$ cat src/rtl/seq_priority_encoder_if.sv
// Output handshake for seq_priority_encoder.
// master drives y/valid and samples ready; slave is the consumer side.
interface seq_priority_encoder_if #(
  parameter int W = 2
);
  logic [W-1:0] y;
  logic         valid;
  logic         ready;

  modport master (
    output y,
    output valid,
    input  ready
  );

  modport slave (
    input  y,
    input  valid,
    output ready
  );
endinterface

$ cat src/rtl/seq_priority_encoder.sv
// Registered encoder: pends one-hot events, emits their indices over valid/ready.
// Ports: clk, rst_n (sync, active-low), en, x[N], bus (y/valid/ready), ovf; macro SEQ_ENC_ROUND_ROBIN_EN.
module seq_priority_encoder #(
  parameter int N = 4,
  parameter int W = $clog2(N)
) (
  input  logic                  clk,
  input  logic                  rst_n,
  input  logic                  en,
  input  logic [N-1:0]          x,
  seq_priority_encoder_if.master bus,
  output logic                  ovf
);

  localparam logic [0:0] EMPTY = 1'b0;
  localparam logic [0:0] HOLD  = 1'b1;

  logic [0:0]   state_q;
  logic [0:0]   state_d;
  logic [N-1:0] pending_q;
  logic [N-1:0] pending_d;
  logic [W-1:0] y_q;
  logic         ovf_q;

  logic [N-1:0] xin;
  logic [N-1:0] cand;
  logic [N-1:0] sel_oh;
  logic [W-1:0] sel;
  logic         valid;
  logic         slot_free;
  logic         load;
  logic         merge;

  function automatic logic [W-1:0] low_idx(
    input logic [N-1:0] v
  );
    logic [W-1:0] r;
    r = '0;
    for (int i = N - 1; i >= 0; i--) begin
      if (v[i]) r = W'(i);
    end
    return r;
  endfunction

  assign valid     = (state_q == HOLD);
  assign xin       = en ? x : '0;
  assign cand      = pending_q | xin;
  assign slot_free = !valid || bus.ready;
  assign load      = slot_free && (|cand);
  // Line whose code sits in y is not pending, so
  // re-asserting it is a fresh event, not a merge.
  assign merge     = |(xin & pending_q);

`ifdef SEQ_ENC_ROUND_ROBIN_EN
  logic [W-1:0] rr_q;
  logic [W-1:0] rr_d;
  logic [N-1:0] hi;
  logic [N-1:0] masked;

  always_comb begin
    hi = '0;
    for (int i = 0; i < N; i++) begin
      hi[i] = (W'(i) >= rr_q);
    end
  end

  // Search from rr upward; fall back to a
  // full search, which models the wrap.
  assign masked = cand & hi;
  assign sel    = (|masked) ? low_idx(masked)
                            : low_idx(cand);

  always_comb begin
    rr_d = rr_q;
    if (load) begin
      if (sel == W'(N - 1)) rr_d = '0;
      else                  rr_d = sel + W'(1);
    end
  end

  always_ff @(posedge clk) begin
    if (!rst_n) rr_q <= '0;
    else        rr_q <= rr_d;
  end
`else
  assign sel = low_idx(cand);
`endif

  assign sel_oh = N'(1) << sel;

  always_comb begin
    pending_d = cand;
    if (load) pending_d = cand & ~sel_oh;
  end

  always_comb begin
    state_d = state_q;
    unique case (state_q)
      EMPTY:   if (load) state_d = HOLD;
      HOLD:    if (bus.ready && !load) state_d = EMPTY;
      default: state_d = EMPTY;
    endcase
  end

  always_ff @(posedge clk) begin
    if (!rst_n) begin
      state_q   <= EMPTY;
      pending_q <= '0;
      y_q       <= '0;
      ovf_q     <= 1'b0;
    end else begin
      state_q   <= state_d;
      pending_q <= pending_d;
      if (load)  y_q   <= sel;
      if (merge) ovf_q <= 1'b1;
    end
  end

  assign bus.y     = y_q;
  assign bus.valid = valid;
  assign ovf       = ovf_q;

endmodule

$ cat src/flat_wrapper.sv
// flat-port wrapper written by rule: the top's interface ports become plain ports
module seq_priority_encoder_flat 
#(
  parameter int N = 4,
  parameter int W = $clog2(N)
)
  (clk, rst_n, en, x, ovf, bus_y, bus_valid, bus_ready);
  seq_priority_encoder_if #(.W(W)) bus_i ();
  input  logic clk;
  input  logic rst_n;
  input  logic en;
  input  logic [N-1:0] x;
  output logic ovf;
  output wire logic [$bits(bus_i.y)-1:0] bus_y;
  output wire logic [$bits(bus_i.valid)-1:0] bus_valid;
  input wire logic [$bits(bus_i.ready)-1:0] bus_ready;
  assign bus_y = bus_i.y;
  assign bus_valid = bus_i.valid;
  assign bus_i.ready = bus_ready;
  seq_priority_encoder #(.N(N), .W(W)) u_core (.clk(clk), .rst_n(rst_n), .en(en), .x(x), .bus(bus_i), .ovf(ovf));
endmodule
$ cat config.mk
export PLATFORM = sky130hd
export DESIGN_NAME = seq_priority_encoder_flat
export DESIGN_NICKNAME = d
export VERILOG_FILES = /design/src/rtl/seq_priority_encoder_if.sv /design/src/rtl/seq_priority_encoder.sv /design/src/flat_wrapper.sv
export SDC_FILE = /design/constraint.sdc
export NUM_CORES = 1
export LEC_CHECK = 0
export CAP_MARGIN = 30
export CORE_AREA = 3 3 40 42
export CTS_CLUSTER_SIZE = 10
export DETAILED_ROUTE_END_ITERATION = 12
export DIE_AREA = 0 0 43 45
export SYNTH_ARGS = -nofsm -noshare
export SYNTH_HDL_FRONTEND = slang
export SYNTH_SLANG_ARGS = --single-unit
$ cat constraint.sdc
create_clock -name clk -period 0.9 [get_ports clk]
set_input_delay 0.135 -clock clk [delete_from_list [all_inputs] [get_ports clk]]
set_output_delay 0.135 -clock clk [all_outputs]
set_load 0.1 [all_outputs]
==> results of run 1 <==
==> final cells by class <==
class                   instances  area (sq um)
flip-flops and latches          8           171
multi-input cells              29           224
repair buffers                 20           209
well taps                      15          18.8
clock buffers                   4          26.3
fillers                       122           628
inverters                       2          7.51
==> power groups by stage <==
stage / clock (W) / sequential [W] / combinational (W)
floorplan: 0 / 0.000521 / 0.0000807
global placement: 0 / 0.000414 / 0.000346
detailed placement: 0 / 0.000415 / 0.000345
CTS: 0.000308 / 0.000411 / 0.000359
global route: 0.000330 / 0.000414 / 0.000401
finish: 0.000294 / 0.000413 / 0.000379
==> synthesized netlist by cell type (2+ instances only) <==
cell / count / area share
a22oi_1: 2 / 0.044
o21a_1: 2 / 0.044
nand2_1: 4 / 0.044
dfxtp_1: 8 / 0.47
nor2_1: 3 / 0.033
a21oi_1: 5 / 0.074
o21ai_0: 3 / 0.044
inv_1: 2 / 0.022
==> path summary, 6_finish.rpt <==
check                        end  slack, ns  depth (start not counted)           startpoint
min          u_core.pending_q[3]       0.25                          4                 x[1]
min reg2reg      u_core.bus.y[0]       0.48                          2      u_core.bus.y[0]
max reg2reg      u_core.bus.y[0]      -0.06                          3  u_core.pending_q[1]
max              u_core.bus.y[0]      -0.06                          3  u_core.pending_q[1]
==> state kept, by name, indices dropped and copies added (netlist names) <==
register	count
u_core.pending_q	4
u_core.bus.y	2
u_core.bus.valid	1
u_core.ovf	1
==> critical path, cell delays in order, from the launching register on <==
cell and delay (ns):
dfxtp_2 0.34, nor3_4 0.20, a31o_1 0.18, mux2i_1 0.16
==> kinds of logic after synthesis <==
family | count (synthesis)
AND/OR/NAND/NOR | 12
flip-flops | 8
buffers and inverters | 2
AO/OA/AOI/OAI | 16
multiplexers | 1
==> routing by layer <==
layer	global-route usage	wire length (microns)	vias to the layer above
met2	0.123	363	11
met1	0.116	388	160
li1	-	-	192
met5	0	0	-
met4	0.102	23	0
met3	0.0239	74	4
==> cell usage in the layout (no fill, tap or decap), drive strengths merged <==
cell,Yosys,layout
buf,0,13
dfxtp,8,8
clkbuf,0,6
a21oi,5,5
nand2,4,4
o21ai,3,3
nor2,3,3
o21a,2,2
clkdlybuf4s50,0,2
dlygate4sd2,0,2
nor3,2,2
inv,2,2
a22oi,2,2
nand2b,1,1
a21o,1,1
nand3,1,1
a31o,1,1
mux2i,1,1
and3,1,1
a211oi,1,1
a311oi,1,1
clkdlybuf4s15,0,1
==> per-stage QoR <==
step	std cells	instance area (sq um)
3_3_place_gp	72	577
3_5_place_dp	72	577
6_report	78	657
5_1_grt	78	657
2_1_floorplan	39	355
4_1_cts	76	626
==> timing repair <==
action                                  4_1_cts  5_1_grt
endpoints found under the setup margin       11       11
cloned                                        0        0
resized for setup                            15       12
pin swaps                                     6        7
setup buffers                                 0        2
==> summary.txt, run 1 <==
Route
  • Total number of vias: 367
  • TritonRoute pass-1 iters: 3
  • Post-route DRC: 0
  • Post-DR wirelength/cell: 10.9 microns
  • Initial drt markers: 2
  • Drt total wl: 850 microns
  • DRT antenna net count: 0
  • Vias per inst: 4.71

STA
  • Final worst-path cycle share: 1.07
  • Min Hold Slack: 0.251 ns
  • Slew @ Worst Pin: between 0.2 and 0.25 ns
  • Final setup violation count: 7
  • Hold Fails Final Rpt: 0
  • Relative slew slack: 0.835
  • Unrepaired setup endpoints after global routing: true
  • Total negative setup slack: -0.151 ns
  • Final WS setup: -0.0608 ns
  • Final Max Tran Viols: 0
  • Final min period: 0.961 ns
  • Fmax: between 1 and 1.5 GHz
  • Clock skew: 0.00682 ns

Critical path
  • Crit start category: flip-flop
  • Critical Setup Path Class: flip-flop to flip-flop
  • CP max FO: 4
  • CP Capture Type: flip-flop
  • Worst EP arrival: about 1.1 ns
  • Crit path required time: 1.08 ns

Floorplan
  • Chip Width: between 40 and 50 microns
  • Core box area: 0.00128 sq mm
  • Initial Util: 0.265
  • Die area: approximately 0.0019 sq mm
  • Row count: 13
  • Die Span Y: 45 microns
  • Io pins: 12

Final layout
  • Core Util, Final: 0.511
  • Ant. Diodes: 0
  • Layout cells sized above 1: 0.603
  • Area Growth Syn to Fin: 93.0%
  • Final nets: just over 70

GRT
  • Gr usage total: 0.0934
  • Overflow after GRT: 0
  • Initial antenna violation count: 0
  • Pin count of the biggest net entering global routing: 8
  • First-pass GRT wire length: 1280 microns
  • Vias in the first global route: 333

Run status
  • Status: finished, violations left
  • Failing checks: negative setup slack

Placed design
  • Count of buffers from port buffering: 11
  • Placement Setup Slack: -0.526 ns
  • GP Congestion: between 0.7 and 0.8
  • Dpl hpwl: 615 microns

Clock tree
  • TritonCTS clock tree: built
  • Maximum root-to-sink buffer count: 2
  • Post-cts hold buffer count: 0
  • Clock Root Buffer: clkbuf_4
  • Clock buffer count from CTS: 3
  • Clock sink count: 8
  • Insertion delay to the later sink of the worst-skew pair: ~0.25 ns
  • H-tree levels: 1
  • Clock-pin slew on the worst setup and hold paths: ~0.060 ns

Synthesis
  • Adder-Cell Fraction of Synth Area: 0
  • Warnings from Yosys: 0
  • Synth Net Count: 47
  • Largest family of logic cells by synthesized area: compound AO/OA/AOI/OAI gates
  • Compound-Gate Fraction of Synth Area: 0.305
  • Post-synthesis sequential area ratio: 0.471
  • Synth Register Bits: 8
  • Post-Synth XOR/XNOR Area: 0
  • Ys async rst share: 0
  • Cell area after synthesis: 340 sq um
  • Mux share of post-synthesis cell area: 0.0294
  • Dominant synthesized flop cell: dfxtp_1
  • EDFF count, synth: 0
  • Yosys cell types: 18
  • Mapped Cells: 39
  • Synth Area in Simple Gates: 0.173
  • Synth Area per Inst: 8.73 sq um

Pwr
  • Lkg Pwr: between 0.2 and 0.3 nW
  • Sequential fraction of design power: 0.380
  • Clk pwr share: 0.271
  • Pint: 0.000724 W
  • Switching Power: 0.000362 W
  • Worst ir drop on vdd: 0.721 mV
  • Sw frac: 0.334
  • PwrDens: 1650 mW/mm^2
  • Gate power share: 0.349
  • Design Power: 0.00109 W

Job
  • MaxCap Viol Count: 0

Worst hold path
  • Hold Path Class: input pin to flip-flop
No activity file was read; power rests on OpenSTA's default activity.
==> run 2, diff against run 1 <==
--- a/config.mk
+++ b/config.mk
@@ -10,6 +10,7 @@
 export CTS_CLUSTER_SIZE = 10
 export DETAILED_ROUTE_END_ITERATION = 12
 export DIE_AREA = 0 0 43 45
+export SETUP_SLACK_MARGIN = 0.05
 export SYNTH_ARGS = -nofsm -noshare
 export SYNTH_HDL_FRONTEND = slang
 export SYNTH_SLANG_ARGS = --single-unit
==> run 2 against run 1 <==
Net effect:
- the flow still finishes with violations (negative setup slack)
- combinational power up 8.4%
- count of clock-buffer cells in the layout down 1
- cell area up 8.2%
- critical path type is now flip-flop to primary output
- non-clock buffer count up 1
- final cell count unchanged
- register-to-register slack about the same
- critical path depth down 1
==> summary.txt, run 2 (synthesis gave the netlist of run 1 again) <==
GRT
  • Vias in the first global route: 400
  • Gr usage total: 0.109
  • Overflow after GRT: 0
  • Pin count of the biggest net entering global routing: 8
  • Initial antenna violation count: 0
  • First-pass GRT wire length: 1560 microns

STA
  • Final worst-path cycle share: 1.12
  • Final Max Tran Viols: 0
  • Total negative setup slack: -0.272 ns
  • Final setup violation count: 8
  • Clock skew: around 0.0037 ns
  • Final WS setup: -0.104 ns
  • Unrepaired setup endpoints after global routing: true
  • Min Hold Slack: 0.220 ns
  • Fmax: 0.996 GHz
  • Final min period: 1.00 ns
  • Relative slew slack: 0.843
  • Slew @ Worst Pin: 0.235 ns
  • Hold Fails Final Rpt: 0

Critical path
  • CP Capture Type: primary output
  • R2R depth: 3
  • Worst EP arrival: between 0.8 and 0.9 ns
  • CP Buf/Inv Count: 2
  • CP max FO: 2
  • Crit path required time: 0.76 ns
  • Slowest cell on crit path: dfxtp_4
  • Worst path depth: 2
  • CP cell instances: buf_6 -> buf_12
  • Crit path max-delay family: flip-flops
  • Crit start category: flip-flop
  • Critical Setup Path Class: flip-flop to primary output
  • CP max stage delay: approximately 0.35 ns

Clock tree
  • Post-cts hold buffer count: 0
  • H-tree levels: 1
  • Clock sink count: 8
  • Insertion delay to the later sink of the worst-skew pair: around 0.25 ns
  • TritonCTS clock tree: built
  • Clock Root Buffer: clkbuf_4
  • Maximum root-to-sink buffer count: 2
  • Clock buffer count from CTS: 3
  • Clock-pin slew on the worst setup and hold paths: roughly 0.050 ns

Final layout
  • Ant. Diodes: 0
  • Area Growth Syn to Fin: 109%
  • Layout cells sized above 1: 0.683
  • Final nets: 73
  • Most flops, register: u_core.pending_q
  • Commonest non-fill, non-tap cell in the layout: buf_4
  • Post-route insts no fill: 78
  • Fillcell total: 116
  • Most frequent cells in the layout: buf_4, a21oi_2, buf_12, dfxtp_4, dfxtp_2
  • Max FFs per register: 4

Floorplan
  • Die area: 0.00194 sq mm
  • Die Span Y: between 40 and 50 microns
  • Io pins: 12
  • Initial Util: 0.265
  • Core box area: ~0.0013 sq mm
  • Chip Width: between 40 and 50 microns
  • Row count: 13

Pwr
  • Design Power: 0.00108 W
  • PwrDens: 1520 mW/mm^2
  • Worst ir drop on vdd: 0.641 mV
  • Lkg Pwr: 0.305 nW

Run status
  • Status: finished, violations left
  • Failing checks: negative setup slack

Route
  • Vias per inst: 5.01
  • Metal2 WL: 491 microns
  • Wl on met1: around 420 microns
  • Max Used Layer: met4
  • Drt total wl: 983 microns
  • TritonRoute pass-1 iters: 2
  • Post-route DRC: 0
  • Total number of vias: 391
  • Post-DR wirelength/cell: approximately 13 microns
  • Initial drt markers: 7
  • Routed met3 length: approximately 45 microns
  • DRT antenna net count: 0

Worst hold path
  • WHS Path Cells: 3
  • Hold Path Class: input pin to flip-flop

Job
  • MaxCap Viol Count: 0

Placed design
  • Dpl hpwl: 636 microns
  • GP Congestion: 0.807
  • Inst Count DP: 72
  • Count of buffers from port buffering: 11
[run 2: cell count changes in the layout (fill, tap and decap cells not counted), sizes merged]
cell | before | now
clkbuf | 6 | 3
clkdlybuf4s15 | 1 | 3
dlymetal6s2s | 0 | 1
buf | 13 | 14
clkdlybuf4s50 | 2 | 1
[run 2: per-stage QoR]
stage / area (sq um) / utilization / setup WS, ns
finish: 711 / 0.553 / -0.104
global route: 711 / 0.553 / -0.157
CTS: 687 / 0.535 / -0.110
detailed placement: 579 / 0.451 / -0.540
global placement: 579 / 0.451 / -0.511
floorplan: 358 / - / -0.116
[run 2: report_power, final]
group / switching (W) / internal (W) / total, W
Sequential: 0.0000283 / 0.000380 / 0.000408
Combinational: 0.000224 / 0.000187 / 0.000411
Clock: 0.000112 / 0.000152 / 0.000264
[run 2: cell type report]
type	count	area, sq um	area share
Tap cell	15	18.8	0.0264
Multi-Input combinational cell	29	244	0.343
Timing Repair Buffer	21	238	0.335
Clock buffer	3	22.5	0.0317
Sequential cell	8	180	0.254
Inverter	2	7.51	0.0106
[run 2: path summary, 6_finish.rpt]
path / to / slack (ns) / startpoint
worst max-delay path: bus_valid / -0.10 / u_core.bus.valid
worst min-delay path: u_core.bus.y[0] / 0.22 / rst_n
worst max register to register: u_core.bus.y[0] / -0.07 / u_core.pending_q[1]
worst min register to register: u_core.bus.y[0] / 0.48 / u_core.bus.y[0]
[run 2: per-layer routing]
layer	up-vias	global-route usage
met4	0	0.108
met1	183	0.131
met5	-	0
li1	192	-
met2	13	0.168
met3	3	0.0120
[run 2: tightest hold or removal path, delay by kind of cell]
family        cells  cell delay [ns]
mux               1             0.05
buf+inv           1             0.16
simple gates      1             0.08
[run 2: what timing repair did]
item	in CTS	in global routing
pin swaps	10	2
setup endpoints to repair	12	12
setup buffers	2	1
resized for setup	32	4
==> run 3, diff against run 2 <==
--- a/config.mk
+++ b/config.mk
@@ -5,7 +5,6 @@
 export SDC_FILE = /design/constraint.sdc
 export NUM_CORES = 1
 export LEC_CHECK = 0
-export CAP_MARGIN = 30
 export CORE_AREA = 3 3 40 42
 export CTS_CLUSTER_SIZE = 10
 export DETAILED_ROUTE_END_ITERATION = 12
==> results of run 3 <==
The final DEF is identical to that of run 2; final timing and power are the same.
